## src/rtl/ofs_plat_prim_lfsr_arb.sv

```systemverilog
// ofs_plat_prim_lfsr_arb
//   Randomized-priority N-way packet arbiter. The scan start point for each
//   IDLE decision comes from a 12-bit Galois LFSR. Per-requester wait counters
//   bound starvation. A multi-beat packet holds the grant until its EOP beat.
//
// Ports
//   clk, reset    clock; asynchronous active-high reset
//   req_valid     per-requester beat valid
//   req_eop       per-requester end-of-packet, qualified by req_valid
//   req_ready     per-requester ready (out_ready gated by grant)
//   out_valid     downstream valid
//   out_ready     downstream ready
//   grant_idx     current owner index (drives external data mux)
//   grant_onehot  one-hot form of grant_idx, zero when there is no grant
//   locked        high while mid-packet
//   lfsr_value    current LFSR state
module ofs_plat_prim_lfsr_arb #(
  parameter int unsigned N_REQ         = 4,
  parameter logic [11:0] INITIAL_VALUE = 12'b101001101011,
  parameter int unsigned MAX_WAIT      = 15
) (
  input  logic                       clk,
  input  logic                       reset,
  input  logic [N_REQ-1:0]           req_valid,
  input  logic [N_REQ-1:0]           req_eop,
  output logic [N_REQ-1:0]           req_ready,
  output logic                       out_valid,
  input  logic                       out_ready,
  output logic [$clog2(N_REQ)-1:0]   grant_idx,
  output logic [N_REQ-1:0]           grant_onehot,
  output logic                       locked,
  output logic [11:0]                lfsr_value
);

  localparam int unsigned IDX_W = $clog2(N_REQ);
  localparam int unsigned CNT_W = $clog2(MAX_WAIT + 1);

  typedef enum logic {
    IDLE   = 1'b0,
    LOCKED = 1'b1
  } state_t;

  state_t           state;
  state_t           state_next;
  logic [IDX_W-1:0] owner;
  logic [11:0]      lfsr;
  logic [11:0]      lfsr_step;
  logic [CNT_W-1:0] wait_cnt [N_REQ];

  logic [N_REQ-1:0] starving;
  int unsigned      start_i;
  logic [IDX_W-1:0] scan_idx;
  logic [IDX_W-1:0] idle_sel;
  logic             has_grant;
  logic [IDX_W-1:0] gidx;
  logic             fire;
  logic             owner_eop;
  logic             pkt_done;
  logic             lock_start;

  // Right-shifting Galois step, feedback from b0 into b11, b5, b3, b0.
  assign lfsr_step = {lfsr[0], lfsr[11:7], lfsr[6] ^ lfsr[0], lfsr[5],
                      lfsr[4] ^ lfsr[0], lfsr[3], lfsr[2], lfsr[1] ^ lfsr[0]};

  always_comb begin
    starving = '0;
    for (int unsigned i = 0; i < N_REQ; i++) begin
      starving[i] = req_valid[i] && (wait_cnt[i] == CNT_W'(MAX_WAIT));
    end
  end

  // IDLE choice. Both scans run from the far end downwards so the last write
  // (smallest offset / lowest starving index) wins; starvation is applied
  // after the random scan so it overrides it.
  always_comb begin
    start_i  = 32'(lfsr[7:0]) % N_REQ;
    idle_sel = '0;
    scan_idx = '0;
    for (int unsigned k = N_REQ; k > 0; k--) begin
      scan_idx = IDX_W'((start_i + k - 1) % N_REQ);
      if (req_valid[scan_idx]) begin
        idle_sel = scan_idx;
      end
    end
    for (int unsigned i = N_REQ; i > 0; i--) begin
      if (starving[i-1]) begin
        idle_sel = IDX_W'(i - 1);
      end
    end
  end

  always_comb begin
    has_grant = 1'b0;
    gidx      = '0;
    if (state == LOCKED) begin
      has_grant = 1'b1;
      gidx      = owner;
    end else begin
      has_grant = |req_valid;
      gidx      = idle_sel;
    end
  end

  always_comb begin
    grant_onehot = '0;
    if (!reset && has_grant) begin
      grant_onehot[gidx] = 1'b1;
    end
    grant_idx  = reset ? '0 : gidx;
    out_valid  = !reset && has_grant && req_valid[gidx];
    req_ready  = out_ready ? grant_onehot : '0;
    locked     = (state == LOCKED);
    lfsr_value = lfsr;
  end

  assign fire       = out_valid && out_ready;
  assign owner_eop  = req_eop[gidx];
  assign pkt_done   = fire && owner_eop;
  assign lock_start = (state == IDLE) && fire && !owner_eop;

  always_comb begin
    state_next = state;
    case (state)
      IDLE:    if (lock_start) state_next = LOCKED;
      LOCKED:  if (pkt_done)   state_next = IDLE;
      default: state_next = IDLE;
    endcase
  end

  always_ff @(posedge clk or posedge reset) begin
    if (reset) begin
      state <= IDLE;
    end else begin
      state <= state_next;
    end
  end

  always_ff @(posedge clk or posedge reset) begin
    if (reset) begin
      owner <= '0;
    end else if (lock_start) begin
      owner <= gidx;
    end
  end

  always_ff @(posedge clk or posedge reset) begin
    if (reset) begin
      lfsr <= INITIAL_VALUE;
    end else if (pkt_done) begin
      lfsr <= lfsr_step;
    end
  end

  always_ff @(posedge clk or posedge reset) begin
    if (reset) begin
      for (int unsigned i = 0; i < N_REQ; i++) begin
        wait_cnt[i] <= '0;
      end
    end else if (pkt_done) begin
      for (int unsigned i = 0; i < N_REQ; i++) begin
        if (IDX_W'(i) == gidx) begin
          wait_cnt[i] <= '0;
        end else if (req_valid[i] && (wait_cnt[i] != CNT_W'(MAX_WAIT))) begin
          wait_cnt[i] <= wait_cnt[i] + CNT_W'(1);
        end
      end
    end
  end

endmodule

```

## config.mk

```make
export PLATFORM = sky130hd
export DESIGN_NAME = ofs_plat_prim_lfsr_arb
export DESIGN_NICKNAME = d
export VERILOG_FILES = /design/src/rtl/ofs_plat_prim_lfsr_arb.sv
export SDC_FILE = /design/constraint.sdc
export NUM_CORES = 1
export LEC_CHECK = 0
export ABC_AREA = 1
export BUFFER_PORTS_ARGS = -buffer_cell sky130_fd_sc_hd__buf_2
export CORE_MARGIN = 2
export CORE_UTILIZATION = 45
export DETAILED_ROUTE_END_ITERATION = 10
export PLACE_DENSITY = 0.8
export SYNTH_ARGS = -nofsm -noshare
export SYNTH_HDL_FRONTEND = slang
export SYNTH_SLANG_ARGS = --single-unit
export TNS_END_PERCENT = 1
```

## constraint.sdc

```tcl
create_clock -name clk -period 2.1 [get_ports clk]
set_clock_uncertainty 0.05 [all_clocks]
set_input_delay 0.315 -clock clk [delete_from_list [all_inputs] [get_ports clk]]
set_output_delay 0.315 -clock clk [all_outputs]
set_load 0.005 [all_outputs]
```

==> impl_metrics.env, run 1 <==
export IMPL_fin_ws_ns=-0.713
export IMPL_synth_edff_count=0
export IMPL_hold_buffers=0
export IMPL_syn_area_sq_um=2180
export IMPL_syn_inst=307
export IMPL_dieWidth_microns=73.6
export IMPL_io_buffers=34
export IMPL_synth_main_ff_cell="dfrtp_1"
export IMPL_power_w=0.00392
export IMPL_period_minus_slack_ns=2.81
export IMPL_synth_most_common_cell="nand2_1"
export IMPL_drt_total_wl_microns=7890
export IMPL_worstSetupStartpointType="register"
export IMPL_post_route_drc_count=0
export IMPL_fp_dieH_microns=73.6
export IMPL_clk_pin_slew_ns=0.07
export IMPL_dr_pass1_iters=5
export IMPL_synth_common_cells="nand2_1, inv_1, nand3_1"
export IMPL_cts_sinks=31
export IMPL_min_path_type="primary input to asynchronous set/reset pin"
export IMPL_holdWs_ns=0.109
export IMPL_dr_wl_met3_microns=566
export IMPL_synth_nets=322
export IMPL_crit_fanout=7
export IMPL_ys_types=27
export IMPL_hold_violations=0
export IMPL_syn_area_per_cell_sq_um=7.10
export IMPL_setup_viol=42
export IMPL_synth_seq_area_share=0.360
export IMPL_cts_path_max_buffers=2
export IMPL_routedWlPerCell_microns=16.9
export IMPL_gr_total_overflow=0
export IMPL_antennaDiodeCount=0
export IMPL_cts_buffers=5
export IMPL_core_sq_um=4690
export IMPL_crit_type="register to register"
export IMPL_layout_drive_gt1_share=0.420
export IMPL_vdd_drop_max_uv=554
export IMPL_clock_latency_ns=0.29
export IMPL_ant_nets=0
export IMPL_m1WireLength_microns=3060
export IMPL_grt_pass1_vias=2466
export IMPL_cp_data_arrival_time_ns=2.94
export IMPL_utilization=0.699
export IMPL_viasPerCell=5.74
export IMPL_start_util=0.465
export IMPL_yosysWarnings=0
export IMPL_antenna_found_initial=0
export IMPL_synthArstFlopShare=1.00
export IMPL_crit_required_ns=2.23
export IMPL_timing_fmax_mhz=355
export IMPL_rows=25
export IMPL_slew_headroom=0.685
export IMPL_vias=2674
export IMPL_worstMarginPinSlew_ns=0.468
export IMPL_synthTopCellsByArea="dfrtp_1, nand2_1, dfstp_2"
export IMPL_place_gp_congestion=0.876
export IMPL_hpwl_microns=4330
export IMPL_root_buffer="clkbuf_8"
export IMPL_rsz0062_at_grt="yes"
export IMPL_fin_setup_tns_ns=-25.18
export IMPL_slew_violations=0
export IMPL_reg2reg_from="wait_cnt[12]$_DFFE_PP0P_"
export IMPL_syn_to_final_growth_pct=50.3
export IMPL_htreeDepth=2
export IMPL_synth_top_area_frac=0.275
export IMPL_dp_slack_ns=-0.320
export IMPL_cts_tree="built"
export IMPL_cp_startpoint="wait_cnt[12]$_DFFE_PP0P_"
export IMPL_grt_max_degree=32
export IMPL_die_area_sq_um=5420
export IMPL_cp_end_kind="register"
export IMPL_ys_ff_latch=31
export IMPL_grt_pass1_wl_microns=10800
export IMPL_timing_final_crit_share=1.34
export IMPL_drtIter0Drc=315
export IMPL_violations="setup timing"
export IMPL_max_cap_violations=0
export IMPL_nFillCells=333
export IMPL_grt_usage=0.258
export IMPL_wl_met2_microns=3960
export IMPL_leakagePower_nw=1.88
export IMPL_io_pins=35
export IMPL_yosysTopAreaCell="dfrtp_1"
export IMPL_status="complete, but fails checks"
export IMPL_p_per_area_nw_per_um2=1200
export IMPL_top_layer_used="met4"
export IMPL_fin_nets=426
-- cells by family after synthesis --
kind of cell / Yosys count / synth area share
AND/OR/NAND/NOR: 203 / 0.441
XOR/XNOR: 6 / 0.0241
adder cells (fa/ha/maj): 4 / 0.0229
buffers and inverters: 54 / 0.130
flip-flops: 31 / 0.360
AO/OA/AOI/OAI: 9 / 0.0218
-- layout by cell type (no fill, tap or decap), types with 4 or more instances in the layout --
cell | Yosys | routed
o21ai_0 | 5 | 5
buf_6 | 6 | 5
nand3_1 | 33 | 25
nand2_4 | 4 | 7
nand3_2 | 3 | 10
nor2_1 | 19 | 19
buf_12 | 0 | 4
buf_2 | 2 | 35
clkbuf_8 | 0 | 5
dfstp_2 | 7 | 7
buf_4 | 9 | 68
nand2_2 | 2 | 9
xor2_1 | 6 | 6
dfrtp_1 | 24 | 24
inv_1 | 34 | 31
nand2_1 | 103 | 91
nand4_1 | 27 | 27
-- final cells by class --
| type | instances | area [sq um] | share of cell area |
|---|---|---|---|
| multi-input combinational | 222 | 1270 | 0.389 |
| timing repair buffer | 114 | 872 | 0.266 |
| tap | 54 | 67.6 | 0.0206 |
| clock buffer | 6 | 72.6 | 0.0221 |
| clock inverter | 2 | 60.1 | 0.0183 |
| inverter | 37 | 148 | 0.0450 |
| sequential | 31 | 785 | 0.239 |
-- critical path, stage by stage, from the launching register on --
cell and delay [ns]:
dfrtp_1 0.40, ha_1 0.25, and3_1 0.23, nand2_1 0.11
nand2_1 0.09, nor2_1 0.14, nand2_2 0.09, nand2_4 0.11
inv_4 0.06, nand4_1 0.18, nand3_4 0.13, buf_6 0.14
nor3_4 0.24, buf_12 0.19, nand2_1 0.09, nand2_1 0.10
nand2_1 0.07
-- path summary, 6_finish.rpt --
path                                         endpoint  slack (ns)  cells after the start
min in group clk             wait_cnt[13]$_DFFE_PP0P_        0.44                      4
min reg2reg                 lfsr_value[7]$_DFFE_PP0P_        0.44                      2
max reg2reg                      owner[1]$_DFFE_PP0P_       -0.71                     16
max                              owner[1]$_DFFE_PP0P_       -0.71                     16
max in group asynchronous  lfsr_value[11]$_DFFE_PP1P_        1.54                      3
min                           wait_cnt[1]$_DFFE_PP0P_        0.11                      3
-- metal layers --
metal	global-route usage	vias to the layer above
li1	-	1195
met4	0.139	0
met2	0.431	161
met1	0.310	1276
met5	0	-
met3	0.0521	42
-- flip-flops by register name, indices dropped and copies added (netlist names), named ones only --
| signal | cells |
|---|---|
| lfsr_value | 12 |
| owner | 2 |
| wait_cnt | 16 |
-- repair_timing --
item | 4_1_cts | 5_1_grt
pin swaps | 17 | 19
gates resized for setup | 28 | 19
buffers inserted | 9 | 7
endpoints found under the setup margin | 42 | 42
cloned | 0 | 2
endpoints found under the hold margin | 0 | 0
-- through the flow --
step	instances	instance area, sq um
final	466	3280
after global routing	466	3280
after CTS	457	3080
after detailed placement	440	2780
after global placement	440	2780
after floorplan	307	2180
-- report_power, final --
part	total (W)	switching, W	leakage, nW	internal (W)
logic	0.00238	0.00129	1.42	0.00109
registers	0.000822	0.0000966	0.394	0.000726
clock network	0.000717	0.000243	0.0654	0.000474
Power figures use the tool's default switching activity.
==> run 2: changes to the inputs <==
Settings changed: CORE_UTILIZATION 45 to 50, CTS_BUF_LIST set to sky130_fd_sc_hd__clkbuf_8, CTS_CLUSTER_DIAMETER set to 40, PLACE_DENSITY 0.8 to 0.87.
==> impl_metrics.env, run 2 (synthesized netlist as in run 1, its figures left out) <==
export IMPL_placed_cells=436
export IMPL_io_pins=35
export IMPL_fp_dieH_microns=70.0
export IMPL_layout_drive_gt1_share=0.435
export IMPL_place_gp_congestion=0.924
export IMPL_crit_slowest_cell="dfrtp_1"
export IMPL_start_util=0.511
export IMPL_syn_to_final_growth_pct=48.0
export IMPL_netSwitchingFraction=0.458
export IMPL_root_buffer="clkbuf_8"
export IMPL_hold_violations=0
export IMPL_holdWs_ns=0.101
export IMPL_htreeDepth=2
export IMPL_cp_end_kind="register"
export IMPL_viasPerCell=6.23
export IMPL_path_cells="ha_1 -> nand2_1 -> nor3_2 -> inv_1 -> nand2_1 -> nor2_1 -> nand2_1 -> nand2_2 -> nand2_4 -> inv_4 -> nand4_1 -> nand3_2 -> buf_6 -> nor3_4 -> buf_6 -> buf_12 -> buf_6 -> nand3_1 -> nand2_1"
export IMPL_design_area_sq_um=3230
export IMPL_hold_buffers=0
export IMPL_dr_pass1_iters=10
export IMPL_slowest_delay_ns=0.38
export IMPL_nFillCells=240
export IMPL_stdcell_count=461
export IMPL_worstMarginPinSlew_ns=0.411
export IMPL_grt_max_degree=32
export IMPL_rows=24
export IMPL_gr_total_overflow=0
export IMPL_clock_latency_ns=0.30
export IMPL_cts_sinks=31
export IMPL_seqPwrFrac=0.221
export IMPL_dieWidth_microns=70.0
export IMPL_slew_violations=0
export IMPL_crit_type="register to register"
export IMPL_path_buf_inv=6
export IMPL_post_route_drc_count=0
export IMPL_core_sq_um=4260
export IMPL_ant_nets=0
export IMPL_setup_viol=42
export IMPL_power_switching_w=0.00170
export IMPL_p_clk_frac=0.131
export IMPL_grt_usage=0.309
export IMPL_violations="setup timing"
export IMPL_status="complete, but fails checks"
export IMPL_vdd_drop_max_uv=645
export IMPL_final_cell_mix="nand2_1, buf_4, buf_2, inv_1"
export IMPL_period_minus_slack_ns=2.85
export IMPL_max_cap_violations=0
export IMPL_hpwl_microns=4310
export IMPL_min_path_type="primary input to asynchronous set/reset pin"
export IMPL_power_w=0.00370
export IMPL_cp_data_arrival_time_ns=3.04
export IMPL_clk_pin_slew_ns=0.08
export IMPL_die_area_sq_um=4910
export IMPL_largest_reg_flops=16
export IMPL_antenna_found_initial=0
export IMPL_fin_ws_ns=-0.749
export IMPL_antennaDiodeCount=0
export IMPL_timing_final_crit_share=1.36
export IMPL_timing_fmax_mhz=351
export IMPL_p_per_area_nw_per_um2=1150
export IMPL_fin_nets=423
export IMPL_worstSetupStartpointType="register"
export IMPL_intPower_w=0.00201
export IMPL_grt_pass1_vias=2507
export IMPL_cts_path_max_buffers=2
export IMPL_slew_headroom=0.726
export IMPL_crit_top_cell="nand2_1"
export IMPL_drt_total_wl_microns=8700
export IMPL_regMostFlops="wait_cnt"
export IMPL_drtIter0Drc=395
export IMPL_cts_tree="built"
export IMPL_crit_required_ns=2.29
export IMPL_vias=2870
export IMPL_combPwrFrac=0.648
export IMPL_rsz0062_at_grt="yes"
export IMPL_final_common_cell="nand2_1"
export IMPL_crit_fanout=6
export IMPL_grt_pass1_wl_microns=11800
export IMPL_io_buffers=34
export IMPL_post_dp_cell_area_sq_um=2760
export IMPL_cts_buffers=5
export IMPL_crit_family="simple AND/OR/NAND/NOR gates"
export IMPL_routedWlPerCell_microns=18.9
export IMPL_leakagePower_nw=1.85
[run 2: per-layer routing]
metal,up-vias,wire length (microns),track usage
met3,94,929,0.0765
met1,1316,3120,0.376
met4,0,805,0.190
li1,1188,-,-
met5,-,0,0
met2,272,3840,0.491
[run 2: path summary, 6_finish.rpt]
check,start,end,slack [ns],cells after the start
max in group asynchronous,reset,lfsr_value[9]$_DFFE_PP1P_,1.55,3
worst min register to register,lfsr_value[3]$_DFFE_PP1P_,lfsr_value[3]$_DFFE_PP1P_,0.44,2
min in group clk,out_ready,wait_cnt[13]$_DFFE_PP0P_,0.42,4
worst max register to register,wait_cnt[5]$_DFFE_PP0P_,owner[1]$_DFFE_PP0P_,-0.75,19
worst min-delay path,reset,wait_cnt[1]$_DFFE_PP0P_,0.10,3
worst max-delay path,wait_cnt[5]$_DFFE_PP0P_,owner[1]$_DFFE_PP0P_,-0.75,19
[run 2: final cells by class]
type                       instances  area (sq um)  share of cell area
tap                               52          65.1              0.0202
sequential                        31           785               0.243
timing repair buffer             111           867               0.269
multi-input combinational        222          1270               0.395
inverter                          37           148              0.0457
clock inverter                     3          20.0             0.00620
clock buffer                       5          68.8              0.0213
[run 2: power groups by stage]
stage	Clock, W	Sequential [W]	Combinational [W]
2_1_floorplan	0	0.000838	0.000931
3_3_place_gp	0	0.000795	0.00172
3_5_place_dp	0	0.000807	0.00177
4_1_cts	0.000483	0.000798	0.00195
5_1_grt	0.000508	0.000828	0.00252
6_report	0.000484	0.000817	0.00240
[run 2: tightest hold or removal path, stage by stage]
cell,delay (ns)
buf_2,0.13
clkinvlp_4,0.07
buf_4,0.36
[run 2: timing repair]
item	in CTS	in global routing
resized for setup	26	30
hold endpoints to repair	0	0
endpoints found under the setup margin	42	42
gates cloned	0	2
setup buffers	5	10
pin swaps	6	20
[run 2: per-stage QoR]
stage / worst slack [ns] / util / TNS [ns]
global placement: -0.223 / 0.648 / -6.93
CTS: -0.415 / 0.698 / -14.90
finish: -0.749 / 0.757 / -26.55
global route: -0.839 / 0.757 / -30.56
floorplan: -0.160 / - / -3.55
detailed placement: -0.328 / 0.648 / -10.36
==> run 3: changes to the inputs <==
Settings changed: CAP_MARGIN set to 20, CORE_MARGIN 2 to unset.
==> impl_metrics.env, run 3 (synthesized netlist as in run 1, its figures left out) <==
export IMPL_max_cap_violations=0
export IMPL_power_w=0.00332
export IMPL_place_gp_congestion=0.903
export IMPL_grt_usage=0.295
export IMPL_rows=23
export IMPL_r2r_end="wait_cnt[3]$_DFFE_PP0P_"
export IMPL_clock_latency_ns=0.29
export IMPL_root_buffer="clkbuf_8"
export IMPL_cts_buffers=5
export IMPL_setup_viol=42
export IMPL_io_buffers=34
export IMPL_violations="setup timing"
export IMPL_layout_drive_gt1_share=0.411
export IMPL_slew_headroom=0.734
export IMPL_crit_required_ns=1.74
export IMPL_htreeDepth=2
export IMPL_status="complete, but fails checks"
export IMPL_cp_startpoint="lfsr_value[0]$_DFFE_PP1P_"
export IMPL_syn_to_final_growth_pct=38.7
export IMPL_core_sq_um=4090
export IMPL_design_area_sq_um=3020
export IMPL_start_util=0.534
export IMPL_hold_buffers=0
export IMPL_period_minus_slack_ns=2.60
export IMPL_rrSetupSlack_ns=-0.47
export IMPL_cp_data_arrival_time_ns=2.23
export IMPL_timing_fmax_mhz=385
export IMPL_slew_violations=0
export IMPL_endpoint="req_ready[0]"
export IMPL_fin_nets=411
export IMPL_crit_type="register to primary output"
export IMPL_cp_end_kind="primary output"
export IMPL_hpwl_microns=4150
export IMPL_routedWlPerCell_microns=14.9
export IMPL_top_usage_layer="met2"
export IMPL_globalRouteMet1Util=0.351
export IMPL_fp_dieH_microns=68.0
export IMPL_post_dp_cell_area_sq_um=2710
export IMPL_antennaDiodeCount=0
export IMPL_grt_met2_usage=0.473
export IMPL_viasPerCell=5.65
export IMPL_drtIter0Drc=306
export IMPL_largest_reg_flops=16
export IMPL_grt_pass1_vias=2352
export IMPL_grt_max_degree=32
export IMPL_io_pins=35
export IMPL_fin_ws_ns=-0.496
export IMPL_dp_slack_ns=-0.371
export IMPL_grt_pass1_wl_microns=10200
export IMPL_antenna_found_initial=0
export IMPL_rsz0062_at_grt="yes"
export IMPL_post_route_drc_count=0
export IMPL_min_path_type="primary input to asynchronous set/reset pin"
export IMPL_final_cell_mix="nand2_1, buf_4, buf_2, inv_1"
export IMPL_clk_pin_slew_ns=0.07
export IMPL_final_common_cell="nand2_1"
export IMPL_drt_total_wl_microns=6670
export IMPL_reg2reg_from="lfsr_value[0]$_DFFE_PP1P_"
export IMPL_worstRegToRegCells=17
export IMPL_cts_path_max_buffers=2
export IMPL_dieWidth_microns=68.0
export IMPL_dr_pass1_iters=7
export IMPL_cts_sinks=31
export IMPL_regMostFlops="wait_cnt"
export IMPL_crit_fanout=6
export IMPL_hold_violations=0
export IMPL_cts_tree="built"
export IMPL_leakagePower_nw=1.75
export IMPL_holdWs_ns=0.129
export IMPL_vdd_drop_max_uv=690
export IMPL_die_area_sq_um=4630
export IMPL_worstSetupStartpointType="register"
export IMPL_gr_total_overflow=0
export IMPL_vias=2524
export IMPL_ant_nets=0
export IMPL_worstMarginPinSlew_ns=0.399
export IMPL_timing_final_crit_share=1.24
export IMPL_p_per_area_nw_per_um2=1100
export IMPL_met3_usage=0.0867
[run 3: how the worst min path moves through the flow]
| stage | slack (ns) | endpoint |
|---|---|---|
| detailed placement | 0.41 | lfsr_value[3]$_DFFE_PP1P_ |
| CTS | 0.13 | wait_cnt[7]$_DFFE_PP0P_ |
| finish | 0.13 | wait_cnt[2]$_DFFE_PP0P_ |
| global route | 0.16 | wait_cnt[4]$_DFFE_PP0P_ |
| floorplan | 0.19 | asynchronous set/reset pin |
| global placement | 0.41 | lfsr_value[3]$_DFFE_PP1P_ |
[run 3: worst max-delay path, cell delays in order (launching register included)]
cell	delay (ns)
dfstp_2	0.58
buf_6	0.13
nand2_1	0.06
o21ai_2	0.08
nand2_2	0.09
nand3_2	0.09
nand2_1	0.05
nand2_1	0.07
nand3_2	0.08
nand2_2	0.08
nand2_4	0.07
nand2_4	0.11
buf_6	0.13
nand2_4	0.07
nor3_4	0.11
buf_2	0.13
[run 3: per-stage QoR]
step / setup TNS [ns] / cells / utilization
4_1_cts: -13.20 / 445 / 0.715
2_1_floorplan: -3.55 / 307 / -
6_report: -17.62 / 447 / 0.740
3_5_place_dp: -12.68 / 431 / 0.664
5_1_grt: -21.84 / 447 / 0.740
3_3_place_gp: -7.00 / 431 / 0.664
[run 3: area by class of cell]
| cell class | instances | area, sq um |
|---|---|---|
| repair buffers | 99 | 693 |
| inverters | 37 | 148 |
| flip-flops and latches | 31 | 785 |
| fillers | 255 | 1060 |
| clock buffers | 5 | 68.8 |
| multi-input cells | 222 | 1250 |
| well taps | 50 | 62.6 |
| clock inverters | 3 | 16.3 |
[run 3: metal layers]
layer	routed length (microns)	part of all wire
met2	3150	0.47
met5	0	0
met4	306	0.046
met3	536	0.080
met1	2670	0.40
[run 3: timing repair]
item,CTS,global route
setup buffers,6,2
pin swaps,12,9
endpoints found under the setup margin,42,42
resized for setup,22,25
[run 3: power breakdown]
| group | total (W) | internal, W | switching (W) |
|---|---|---|---|
| registers | 0.000810 | 0.000726 | 0.0000837 |
| logic | 0.00204 | 0.000897 | 0.00114 |
| clock network | 0.000466 | 0.000226 | 0.000239 |
